===== src/rtl/pll_spi_master.sv =====
// SPI master for the PLL register port: each command is a set-address frame
// followed by a write-data or read-data frame, completed by a level if_done.
module pll_spi_master #(
  parameter int unsigned CLK_DIV = 4,
  parameter int unsigned CS_GAP  = 4
) (
  input  logic       clk,
  input  logic       reset,
  input  logic       if_reset,
  input  logic       if_read,
  input  logic       if_write,
  input  logic [7:0] if_addr,
  input  logic [7:0] if_wdata,
  output logic [7:0] if_rdata,
  output logic       if_done,
  output logic       spi_sclk,
  output logic       spi_cs_n,
  output logic       spi_mosi,
  input  logic       spi_miso
);

  localparam int unsigned DIV_W  = 16;
  localparam int unsigned BIT_W  = 5;
  localparam int unsigned WORD_W = 16;

  localparam logic [DIV_W-1:0] DIV_LAST  = DIV_W'(CLK_DIV - 1);
  localparam logic [DIV_W-1:0] GAP_LAST  = DIV_W'(CS_GAP - 1);
  localparam logic [BIT_W-1:0] SLOT_LAST = BIT_W'(16);
  localparam logic [BIT_W-1:0] SLOT_TAIL = BIT_W'(17);

  typedef enum logic [2:0] {
    IDLE    = 3'd0,
    FRAME_A = 3'd1,
    GAP     = 3'd2,
    FRAME_B = 3'd3,
    DONE    = 3'd4
  } state_t;

  state_t              state_q, state_d;
  logic [DIV_W-1:0]    div_q, div_d;
  logic [BIT_W-1:0]    slot_q, slot_d;
  logic [WORD_W-1:0]   shreg_q, shreg_d;
  logic [7:0]          rx_q, rx_d;
  logic [7:0]          addr_q, addr_d;
  logic [7:0]          wdata_q, wdata_d;
  logic                rd_q, rd_d;
  logic                wr_q, wr_d;
  logic [7:0]          rdata_d;
  logic                done_d;
  logic                sclk_d;
  logic                cs_n_d;
  logic                mosi_d;
  logic [WORD_W-1:0]   word_b;

  assign word_b = wr_q ? {8'h40, wdata_q} : {8'h80, 8'h00};

  // Slot 0 is setup, slots 1..16 carry bits 15..0 (sclk high then low), slot 17 is the tail.
  always_comb begin
    state_d = state_q;
    div_d   = div_q;
    slot_d  = slot_q;
    shreg_d = shreg_q;
    rx_d    = rx_q;
    addr_d  = addr_q;
    wdata_d = wdata_q;
    rd_d    = rd_q;
    wr_d    = wr_q;
    rdata_d = if_rdata;
    done_d  = 1'b0;
    sclk_d  = spi_sclk;
    cs_n_d  = spi_cs_n;
    mosi_d  = spi_mosi;

    if (if_reset) begin
      state_d = IDLE;
      div_d   = '0;
      slot_d  = '0;
      sclk_d  = 1'b0;
      cs_n_d  = 1'b1;
      mosi_d  = 1'b0;
    end else begin
      case (state_q)
        IDLE: begin
          addr_d  = if_addr;
          wdata_d = if_wdata;
          rd_d    = if_read;
          wr_d    = if_write;
          if (if_write || if_read) begin
            state_d = FRAME_A;
            shreg_d = {8'h00, if_addr};
            mosi_d  = 1'b0;
            cs_n_d  = 1'b0;
            sclk_d  = 1'b0;
            div_d   = '0;
            slot_d  = '0;
          end else begin
            state_d = DONE;
          end
        end

        FRAME_A, FRAME_B: begin
          if (div_q == DIV_LAST) begin
            div_d = '0;
            if (slot_q == '0) begin
              slot_d = BIT_W'(1);
              sclk_d = 1'b1;
              rx_d   = {rx_q[6:0], spi_miso};
            end else if (slot_q == SLOT_TAIL) begin
              cs_n_d = 1'b1;
              sclk_d = 1'b0;
              mosi_d = 1'b0;
              slot_d = '0;
              if (state_q == FRAME_A) begin
                state_d = GAP;
              end else begin
                state_d = DONE;
                done_d  = 1'b1;
                if (rd_q && !wr_q) begin
                  rdata_d = rx_q;
                end
              end
            end else if (spi_sclk) begin
              sclk_d  = 1'b0;
              shreg_d = {shreg_q[WORD_W-2:0], 1'b0};
              mosi_d  = shreg_q[WORD_W-2];
            end else begin
              slot_d = slot_q + BIT_W'(1);
              if (slot_q != SLOT_LAST) begin
                sclk_d = 1'b1;
                rx_d   = {rx_q[6:0], spi_miso};
              end
            end
          end else begin
            div_d = div_q + DIV_W'(1);
          end
        end

        GAP: begin
          if (div_q == GAP_LAST) begin
            state_d = FRAME_B;
            shreg_d = word_b;
            mosi_d  = word_b[WORD_W-1];
            cs_n_d  = 1'b0;
            sclk_d  = 1'b0;
            rx_d    = '0;
            div_d   = '0;
            slot_d  = '0;
          end else begin
            div_d = div_q + DIV_W'(1);
          end
        end

        DONE: begin
          done_d = 1'b1;
        end

        default: begin
          state_d = IDLE;
        end
      endcase
    end
  end

  // The first shifted bit is driven at frame entry.
  logic mosi_entry;
  assign mosi_entry = (state_q == IDLE) && (state_d == FRAME_A) ? shreg_d[WORD_W-1] : mosi_d;

  always_ff @(posedge clk) begin
    if (reset) begin
      state_q  <= IDLE;
      div_q    <= '0;
      slot_q   <= '0;
      shreg_q  <= '0;
      rx_q     <= '0;
      addr_q   <= '0;
      wdata_q  <= '0;
      rd_q     <= 1'b0;
      wr_q     <= 1'b0;
      if_rdata <= '0;
      if_done  <= 1'b0;
      spi_sclk <= 1'b0;
      spi_cs_n <= 1'b1;
      spi_mosi <= 1'b0;
    end else begin
      state_q  <= state_d;
      div_q    <= div_d;
      slot_q   <= slot_d;
      shreg_q  <= shreg_d;
      rx_q     <= rx_d;
      addr_q   <= addr_d;
      wdata_q  <= wdata_d;
      rd_q     <= rd_d;
      wr_q     <= wr_d;
      if_rdata <= rdata_d;
      if_done  <= done_d;
      spi_sclk <= sclk_d;
      spi_cs_n <= cs_n_d;
      spi_mosi <= mosi_entry;
    end
  end

endmodule


===== config.mk =====
export PLATFORM = sky130hd
export DESIGN_NAME = pll_spi_master
export DESIGN_NICKNAME = d
export VERILOG_FILES = /design/src/rtl/pll_spi_master.sv
export SDC_FILE = /design/constraint.sdc
export NUM_CORES = 1
export LEC_CHECK = 0
export CORE_UTILIZATION = 49
export CTS_BUF_LIST = sky130_fd_sc_hd__clkbuf_8 sky130_fd_sc_hd__clkbuf_16
export CTS_CLUSTER_DIAMETER = 100
export CTS_CLUSTER_SIZE = 14
export DETAILED_ROUTE_END_ITERATION = 10
export MAX_ROUTING_LAYER = met4
export PLACE_DENSITY_LB_ADDON = 0.08
export SETUP_SLACK_MARGIN = 0.4
export SKIP_LAST_GASP = 1
export SLEW_MARGIN = 10
export SYNTH_ARGS = -nofsm -noshare
export SYNTH_HDL_FRONTEND = slang
export SYNTH_SLANG_ARGS = --single-unit
export TNS_END_PERCENT = 30

===== constraint.sdc =====
create_clock -name clk -period 2.1 [get_ports clk]
set_input_delay 0.42 -clock clk [delete_from_list [all_inputs] [get_ports clk]]
set_output_delay 0.42 -clock clk [all_outputs]
set_load 0.03 [all_outputs]

Word-level counts from Yosys, hierarchy flattened

Index checks and enable logic that the tools add are counted.
W data, S select, Z words.

Bits in registers: 70
Bits in latches: 0
RAM bits: 0
Memory bits (read-only): 0
Word-level logic and storage cells: 124
Memories kept: 0

Add/sub/neg operators: 2
Multiply operators: 0
Div/mod/pow operators: 0
Magnitude comparators: 0
Eq/ne operators: 24
Shift operators: 0
Multiplexer cells: 59
Bitwise logic cells: 3
Reduce and logical (&&, ||, !) cells: 22

Operators by type and width:

| cell                    | count |
|---|---|
| $mux W16                | 10 |
| $mux W8                 | 6 |
| $pmux W16 S3            | 1 |
| $pmux W16 S2            | 1 |
| $mux W5                 | 6 |
| $mux W1                 | 21 |
| $mux W3                 | 7 |
| $add A16 B1 Y16 const B | 1 |
| $eq A16 B2 Y1 const B   | 1 |
| $ne A4 B4 Y1 const B    | 4 |
| $pmux W8 S2             | 1 |
| $pmux W5 S3             | 1 |
| $ne A2 B2 Y1 const B    | 7 |
| $reduce_and A7 Y1       | 2 |
| $pmux W3 S4             | 1 |
| $reduce_and A6 Y1       | 2 |
| $ne A5 B5 Y1 const B    | 2 |
| $ne A3 B3 Y1 const B    | 3 |
| $pmux W1 S3             | 3 |
| $reduce_and A8 Y1       | 1 |
| $eq A3 B1 Y1 const B    | 2 |
| $eq A3 B2 Y1 const B    | 2 |
| $add A5 B1 Y5 const B   | 1 |
| $eq A5 B5 Y1 const B    | 1 |
| other kinds (17)        | 23 |

Logic depth before layout (Yosys ltp)

Gate-level depths: netlist of run 1.

Depth after elaboration: 11
Gate-level depth with buffers: 10
Mapped depth without buffers: 7

Least setup slack after synthesis of run 1

No wires, ideal clock.

Path kind: reg-to-reg
Start point: reg slot_q[0]
End point: reg rx_q[0]
Setup time: 73 ps
Data arrival time: 2069 ps
Slack: -42 ps
Stages on the path, launching flop included: 8
Path buffers: 0
Clock period less this slack: 2142 ps
Path through: dfxtp_1 -> inv_1 -> ha_1 -> nor3b_1 -> mux2_2 -> a221oi_1 -> nand4_1 -> a21oi_1

Cells in the longest elaborated chain, start to end: 4
Elaborated cells between the ends (all ways): 10
Classes of those cells: 5 x eq/ne; 3 x mux; 2 x reduce/logical

Ends and longest elaborated chain:

| what                     | RTL line | text |
|---|---|---|
| start: declaration       | 41       | `logic [BIT_W-1:0] slot_q, slot_d;` |
| start signal: assignment | 187      | `slot_q <= slot_d;` |
| $logic_not A5 Y1         | 104      | `if (slot_q == '0) begin` |
| $mux W8                  | 104      |  |
| $mux W8                  | 102      | `if (div_q == DIV_LAST) begin` |
| $pmux W8 S2              | 82       | `case (state_q)` |
| end signal: assignment   | 189      | `rx_q <= rx_d;` |
| end: declaration         | 43       | `logic [7:0] rx_q, rx_d;` |

Several ways; a longest one is shown, not always the timed one. The select of a mux whose other input is x is not followed.
A chain may end at the register's enable or synchronous reset.

Final worst setup path of run 1

Start point: reg slot_q[1]
End point: reg rx_q[6]

Same word-level chain as after synthesis.

==> flow_summary.rst, run 1 <==
.. list-table::
   :header-rows: 1

   * - Metric
     - Value
   * - Result of the run
     - finished, violations left
   * - Violations in the final reports
     - design-rule violations
   * - Worst slew slack as a fraction of its limit
     - 0.6488
   * - PwrDens
     - about 640 nW/um^2
   * - Starting Density
     - 0.5176
   * - Final clock skew
     - 0.01184 ns
   * - Worst path top cell family by delay
     - compound AO/OA/AOI/OAI gates
   * - Remaining number of nets flagged by the antenna check after routing
     - 0
   * - Number of ports placed on the die boundary
     - 34
   * - Dominant combinational cell family by area after synthesis
     - simple AND/OR/NAND/NOR gates
   * - Compound-Gate Fraction of Synth Area
     - 0.1868
   * - Core region area
     - roughly 6500 sq um
   * - Final routed wirelength across all metal layers
     - about 9 mm
   * - Total global-route track usage
     - 0.2612
   * - Diode count
     - 0
   * - Floorplan die width
     - 84.83 um
   * - Initial DRC count
     - 208
   * - Number of enable-type register cells in the synthesized netlist
     - 0
   * - Clock-pin slew reported for the worst setup and hold paths after clock tree synthesis
     - 0.09 ns
   * - XOR/XNOR share of the synthesized area
     - 0.02605
   * - Largest net degree at the start of global routing
     - 28
   * - Worst-path maximum fanout
     - 8
   * - Fraction of layout instances using a drive strength above 1
     - 0.3181
   * - CTS hold repair buffers
     - 0
   * - Crit path buf inv count
     - 1
   * - Unrepaired setup endpoints after global routing
     - true
   * - Synthesis-to-layout area growth
     - 40.53%
   * - Post-route worst setup slack
     - 0.1455 ns
   * - Library cell contributing the largest single delay on the critical path
     - sky130_fd_sc_hd__a221o_2
   * - Slowest stage delay, CP
     - roughly 0.46 ns
   * - Number of buffers created by CTS
     - 9
   * - Leakage power of the design
     - 1.657 nW
   * - Mean Syn Cell Area
     - 8.941 sq um
   * - Setup crit start
     - slot_q[1]$_SDFFE_PP0P_
   * - Initial antenna violation count
     - 0
   * - Number of max-capacitance violations reported
     - 0
   * - Number of failing hold endpoints at the final stage
     - 0
   * - Routability Congestion
     - 0.8520
   * - Most frequent cells in the layout
     - 63 x sky130_fd_sc_hd__dfxtp_1, 46 x sky130_fd_sc_hd__buf_4, 44 x sky130_fd_sc_hd__nor2_1
   * - Cell taking the most area after synthesis
     - sky130_fd_sc_hd__dfxtp_1
   * - Clock Path Buffers
     - 2
   * - Via-to-Cell Ratio
     - 5.940
   * - Number of nets in the finished design
     - 480
   * - Multiplexer area fraction after synthesis
     - 0.07183
   * - Setup TNS
     - 0 ns
   * - Final clock period utilization by the worst path
     - 0.9307
   * - Critical path endpoint category
     - flip-flop
   * - Synthesized area
     - between 3000 and 4000 sq um
   * - Critical hold path startpoint
     - rx_q[7]$_SDFFE_PP0P_
   * - Adder-cell share of the synthesized area
     - 0.01489
   * - Warnings, synthesis
     - 0
   * - Post-place setup slack
     - -0.2834 ns
   * - Data arrival time of the worst path
     - 2.19 ns
   * - I/O Buffers
     - 33
   * - Setup violation total in the final timing report
     - 0
   * - Required time of the critical path
     - 2.34 ns
   * - Worst hold-check path type
     - reg2reg
   * - Number of synthesized register bits
     - 69
   * - # H-tree levels
     - 3
   * - Total number of vias
     - 3184
   * - Initial DRT Pass Iterations
     - 7
   * - Main area contributors after synthesis
     - sky130_fd_sc_hd__dfxtp_1 41%, sky130_fd_sc_hd__mux2i_1 6.8%, sky130_fd_sc_hd__nor2_1 5.5%
   * - Path type of the worst setup path
     - reg2reg
   * - Row count
     - 29
   * - Leading cell type in the layout, fill and taps excluded
     - sky130_fd_sc_hd__dfxtp_1
   * - TritonCTS clock tree
     - yes
   * - Via count of the first global-routing pass
     - roughly 3000
   * - # clock sinks
     - 69
   * - Sequential share of the synthesized area
     - 0.4109
   * - Global-route wire length before repair
     - 14.46 mm
   * - Share of synthesized cell area in and, or, nand and nor gates
     - 0.2434
   * - Reg-to-reg startpoint
     - slot_q[1]$_SDFFE_PP0P_
   * - Library cell used as clock root buffer
     - sky130_fd_sc_hd__clkbuf_8
   * - Net count of the mapped netlist
     - 402
   * - Post-synthesis async set-or-reset flop share
     - 0
   * - Count of different cell masters after synthesis
     - 61
   * - Drt drc
     - 1
   * - Max VDD drop
     - 0.5590 mV
   * - Final critical path time including I/O delays and setup
     - 1.954 ns
   * - Insertion delay to the later sink of the worst-skew pair
     - approximately 0.35 ns
   * - Per-cell routed wire length
     - 17.00 um
   * - Number of max-slew violations in the final report
     - 0
   * - Fmax
     - 0.5116 GHz
   * - Post-synthesis instance total
     - 376
   * - Y dimension of the die
     - 84.83 um
   * - Cell-by-cell listing of the critical path
     - inv_4 -> ha_4 -> nor3b_4 -> mux2_4 -> a221o_2 -> o21ai_2 -> a21oi_2
   * - Final core occ
     - 0.7274
   * - Share of the synthesized area in the top cell type
     - 0.4109
   * - Synth Flop Type
     - sky130_fd_sc_hd__dfxtp_1
   * - Total Die Area
     - 7196 sq um
   * - Worst slew pin tran
     - 0.5224 ns
   * - CP startpoint kind
     - flip-flop
   * - Half-perimeter wire length after placement
     - 5.611 mm
   * - Global-route congestion overflow total
     - 0
-- worst min-delay path, cell delays in order (launching register included) --
cell                      delay (ns)
sky130_fd_sc_hd__dfxtp_1        0.33
sky130_fd_sc_hd__o21ai_2        0.06
sky130_fd_sc_hd__a21oi_1        0.05
-- synth_stat cells (7+ instances only) --
cell type	number
sky130_fd_sc_hd__a21oi_1	29
sky130_fd_sc_hd__a311oi_1	8
sky130_fd_sc_hd__a32oi_1	8
sky130_fd_sc_hd__clkbuf_1	17
sky130_fd_sc_hd__dfxtp_1	69
sky130_fd_sc_hd__mux2i_1	23
sky130_fd_sc_hd__nand2_1	24
sky130_fd_sc_hd__nand2b_1	7
sky130_fd_sc_hd__nand3_1	13
sky130_fd_sc_hd__nand4_1	12
sky130_fd_sc_hd__nor2_1	49
sky130_fd_sc_hd__o21ai_0	14
sky130_fd_sc_hd__xor2_1	9
-- state kept, by name, indices dropped and copies added, names as in the netlist --
signal	count
wdata_q	8
slot_q	5
shreg_q	15
wr_q	1
spi_cs_n	1
rd_q	1
div_q	16
if_done	1
spi_sclk	1
state_q	3
rx_q	8
spi_mosi	1
if_rdata	8
-- final cells by class --
| type | count | area, sq um |
|---|---|---|
| Sequential cell | 69 | 1394 |
| Fill cell | 500 | 1770 |
| Inverter | 4 | 20.02 |
| Multi-Input combinational cell | 279 | 2141 |
| Tap cell | 77 | 96.34 |
| Clock buffer | 9 | 123.9 |
| Timing Repair Buffer | 91 | 844.6 |
| Clock inverter | 7 | 105.1 |
-- power by group --
part | switching [mW] | leakage (nW) | internal [mW] | total (mW)
Sequential | 0.0299 | 0.563 | 1.34 | 1.37
Clock | 0.574 | 0.112 | 0.687 | 1.26
Combinational | 0.198 | 0.982 | 0.180 | 0.378
Total | 0.803 | 1.66 | 2.21 | 3.01
-- metal layers --
layer,part of all wire,GRT usage,wire length (um)
met5,0,-,0
met4,0.013,0.1079,123
met3,0.045,0.05837,412
met2,0.50,0.4169,4540
met1,0.44,0.3209,4036
-- cell families (layout without fill, tap and decap cells) --
family,count (synthesis),after routing
mux,24,24
flops,69,69
simple gates,154,155
compound gates,86,86
fa+ha+maj,4,4
buf+inv,29,111
xor+xnor,10,10
-- worst paths after layout --
kind,endpoint,slack (ns),cells past startpoint
setup / recovery,rx_q[6]$_SDFFE_PP0P_,0.15,7
hold / removal,rx_q[7]$_SDFFE_PP0P_,0.48,2
hold reg to reg,rx_q[7]$_SDFFE_PP0P_,0.48,2
setup reg to reg,rx_q[6]$_SDFFE_PP0P_,0.15,7
-- metrics by stage --
| stage | hold WS, ns | total power, mW | cells | cell area [sq um] |
|---|---|---|---|---|
| floorplan | 0.4491 | 1.600 | 376 | 3428 |
| global placement | 0.4605 | 1.712 | 500 | 4051 |
| detailed placement | 0.4689 | 1.717 | 500 | 4051 |
| CTS | 0.4805 | 2.988 | 526 | 4483 |
| global route | 0.4992 | 3.120 | 536 | 4725 |
| finish | 0.4846 | 3.011 | 536 | 4725 |
-- what timing repair did --
action,CTS,global route
pin swaps,13,22
cloned,1,2
buffers inserted,9,8
setup endpoints to repair,70,71
resized for setup,40,37
Note: power is estimated with default switching activity, not from simulation.
==> inputs of run 2 (changes only) <==
- DONT_BUFFER_PORTS: not set -> 1
- SKIP_LAST_GASP: 1 -> not set
==> flow_summary.rst, run 2 (synthesized netlist as in run 1, its figures left out) <==
.. list-table::
   :header-rows: 1

   * - Metric
     - Value
   * - PwrDens
     - 674.8 nW/um^2
   * - Final routed wirelength across all metal layers
     - approximately 8.3 mm
   * - Fmax
     - 0.5137 GHz
   * - Endpoint of the lowest-slack register-to-register path
     - rx_q[5]$_SDFFE_PP0P_
   * - Min Hold Slack
     - 0.1296 ns
   * - Global-route congestion overflow total
     - 0
   * - Number of max-capacitance violations reported
     - 0
   * - Biggest registers after layout
     - div_q x16, shreg_q x15
   * - # H-tree levels
     - 3
   * - Remaining number of nets flagged by the antenna check after routing
     - 0
   * - Violations in the final reports
     - design-rule violations
   * - Setup violation total in the final timing report
     - 0
   * - Required time of the critical path
     - 2.34 ns
   * - Part of the total power dissipated in combinational logic
     - 0.106
   * - Via count of the first global-routing pass
     - 2808
   * - Global-route wire length before repair
     - 13.66 mm
   * - Critical hold path startpoint
     - reset
   * - Number of failing hold endpoints at the final stage
     - 0
   * - Diode count
     - 0
   * - Register-to-register setup slack
     - 0.15 ns
   * - Design Area, Final
     - 4145 sq um
   * - Total global-route track usage
     - 0.2469
   * - Post-place setup slack
     - 0.02669 ns
   * - Initial DRC count
     - 122
   * - Number of max-slew violations in the final report
     - 0
   * - Drt drc
     - 1
   * - Number of buffers created by CTS
     - 9
   * - Worst hold-check path type
     - in2reg
   * - Initial antenna violation count
     - 0
   * - Clock Path Buffers
     - 2
   * - Worst slew pin tran
     - roughly 0.57 ns
   * - Half-perimeter wire length after placement
     - roughly 5.4 mm
   * - CP startpoint kind
     - flip-flop
   * - Total number of vias
     - a little under 3000
   * - Insertion delay to the later sink of the worst-skew pair
     - 0.35 ns
   * - Floorplan die width
     - 84.83 um
   * - Core region area
     - 6495 sq um
   * - Synthesis-to-layout area growth
     - 23.30%
   * - Via-to-Cell Ratio
     - 6.114
   * - Largest net degree at the start of global routing
     - between 40 and 50
   * - Library cell used as clock root buffer
     - sky130_fd_sc_hd__clkbuf_8
   * - Capture endpoint of the worst hold path
     - shreg_q[4]$_SDFFE_PP0P_
   * - Reg-to-reg startpoint
     - slot_q[1]$_SDFFE_PP0P_
   * - Leading cell type in the layout, fill and taps excluded
     - sky130_fd_sc_hd__dfxtp_1
   * - Count of placed standard cells including taps
     - ~460
   * - Final critical path time including I/O delays and setup
     - 1.947 ns
   * - CTS hold repair buffers
     - 0
   * - Setup TNS
     - 0 ns
   * - Critical path endpoint category
     - flip-flop
   * - Non-filler instance count after layout
     - 484
   * - Number of nets in the finished design
     - 428
   * - Data arrival time of the worst path
     - 2.18 ns
   * - I/O Buffers
     - 0
   * - Clock share of power
     - 0.403
   * - Leakage power of the design
     - 1.428 nW
   * - Area post-placement
     - 3606 sq um
   * - Total Die Area
     - roughly 7200 sq um
   * - Worst slew slack as a fraction of its limit
     - 0.6161
   * - Clock-pin slew reported for the worst setup and hold paths after clock tree synthesis
     - 0.08 ns
   * - Initial DRT Pass Iterations
     - 7
   * - Final clock skew
     - 0.01336 ns
   * - Y dimension of the die
     - roughly 85 um
   * - Switching Share
     - 0.2619
   * - Row count
     - 29
   * - Worst-path maximum fanout
     - 8
   * - Number of flip-flops under the largest register name
     - 16
   * - Filler cell count in the final layout
     - roughly 550
   * - Number of ports placed on the die boundary
     - 34
   * - Routability Congestion
     - 0.8500
   * - WHS Path Cells
     - 1
   * - Most frequent cells in the layout
     - 62 x sky130_fd_sc_hd__dfxtp_1, 48 x sky130_fd_sc_hd__nor2_1, 33 x sky130_fd_sc_hd__buf_4
   * - Post-route worst setup slack
     - 0.1532 ns
   * - Per-cell routed wire length
     - ~17 um
   * - Starting Density
     - 0.5176
   * - R2R cell count
     - 7
   * - Result of the run
     - finished, violations left
   * - Top reg by flops
     - div_q
   * - Fraction of layout instances using a drive strength above 1
     - 0.2948
   * - Final clock period utilization by the worst path
     - 0.9270
   * - TritonCTS clock tree
     - yes
   * - Net switching power figure
     - 0.7325 mW
   * - Unrepaired setup endpoints after global routing
     - true
   * - Fraction of power consumed by sequential logic
     - 0.491
   * - Path type of the worst setup path
     - reg2reg
   * - Max VDD drop
     - 0.4802 mV
   * - # clock sinks
     - slightly below 70
   * - Cell Int Power
     - approximately 2.1 mW
## run 2: cell count changes in the layout (fill, tap and decap cells not counted), moves of 3 or more
cell | previous run | this run
sky130_fd_sc_hd__a21oi_2 | 4 | 7
sky130_fd_sc_hd__buf_4 | 46 | 33
sky130_fd_sc_hd__buf_6 | 7 | 4
sky130_fd_sc_hd__clkdlybuf4s50_1 | 33 | 0
sky130_fd_sc_hd__nor2_1 | 44 | 48
sky130_fd_sc_hd__o21ai_1 | 3 | 7
sky130_fd_sc_hd__o21ai_2 | 5 | 2
## run 2: power groups by stage
stage | Sequential, mW | Combinational, mW | Clock (mW)
2_1_floorplan | 1.39 | 0.208 | 0
3_3_place_gp | 1.40 | 0.241 | 0
3_5_place_dp | 1.40 | 0.242 | 0
4_1_cts | 1.37 | 0.267 | 1.15
5_1_grt | 1.38 | 0.324 | 1.21
6_report | 1.37 | 0.297 | 1.13
## run 2: worst max-delay path, stage by stage, from the launching register on
cell and delay, ns:
sky130_fd_sc_hd__dfxtp_2 0.33, sky130_fd_sc_hd__inv_2 0.08, sky130_fd_sc_hd__ha_4 0.14, sky130_fd_sc_hd__nor3b_4 0.22, sky130_fd_sc_hd__mux2_4 0.35, sky130_fd_sc_hd__a221o_2 0.47
sky130_fd_sc_hd__o21ai_1 0.16, sky130_fd_sc_hd__a21oi_1 0.07
## run 2: cell type report
class                   instances  area [sq um]  share of cell area
clock inverters                 6         68.82             0.01660
clock buffers                  10         137.6             0.03320
well taps                      77         96.34             0.02324
multi-input cells             279          2097              0.5059
repair buffers                 39         332.8             0.08029
flip-flops and latches         69          1395              0.3366
inverters                       4         17.52            0.004226
## run 2: layer usage
layer	GRT usage	part of all wire	up-vias
li1	-	-	1452
met1	0.3177	0.45	1421
met2	0.3843	0.49	75
met3	0.05739	0.049	11
met4	0.08166	0.012	0
met5	-	0	-
## run 2: worst max path at each step
stage / from / to / slack [ns] / depth (start not counted)
after floorplan: slot_q[1]$_SDFFE_PP0P_ / shreg_q[6]$_SDFFE_PP0P_ / 0.07 / 10
after global placement: slot_q[1]$_SDFFE_PP0P_ / slot_q[0]$_SDFFE_PP0P_ / 0.06 / 7
after detailed placement: div_q[0]$_SDFFE_PP0P_ / div_q[15]$_SDFFE_PP0P_ / 0.03 / 6
after CTS: slot_q[1]$_SDFFE_PP0P_ / rx_q[5]$_SDFFE_PP0P_ / 0.17 / 7
after global routing: slot_q[1]$_SDFFE_PP0P_ / shreg_q[0]$_SDFFE_PP0P_ / 0.09 / 8
final: slot_q[1]$_SDFFE_PP0P_ / rx_q[5]$_SDFFE_PP0P_ / 0.15 / 7
## run 2: what timing repair did
action                                  CTS  global route
endpoints found under the setup margin   58            58
gates resized for setup                  34            31
pin swaps                                13            10
buffers inserted                          9             2
endpoints found under the hold margin     0             0
gates cloned                              2             0
## run 2: per-stage QoR
step / utilization / total power [mW]
after detailed placement: 0.5552 / 1.642
final: 0.6382 / 2.797
after CTS: 0.6166 / 2.791
after global routing: 0.6382 / 2.910
after floorplan: - / 1.600
after global placement: 0.5552 / 1.640
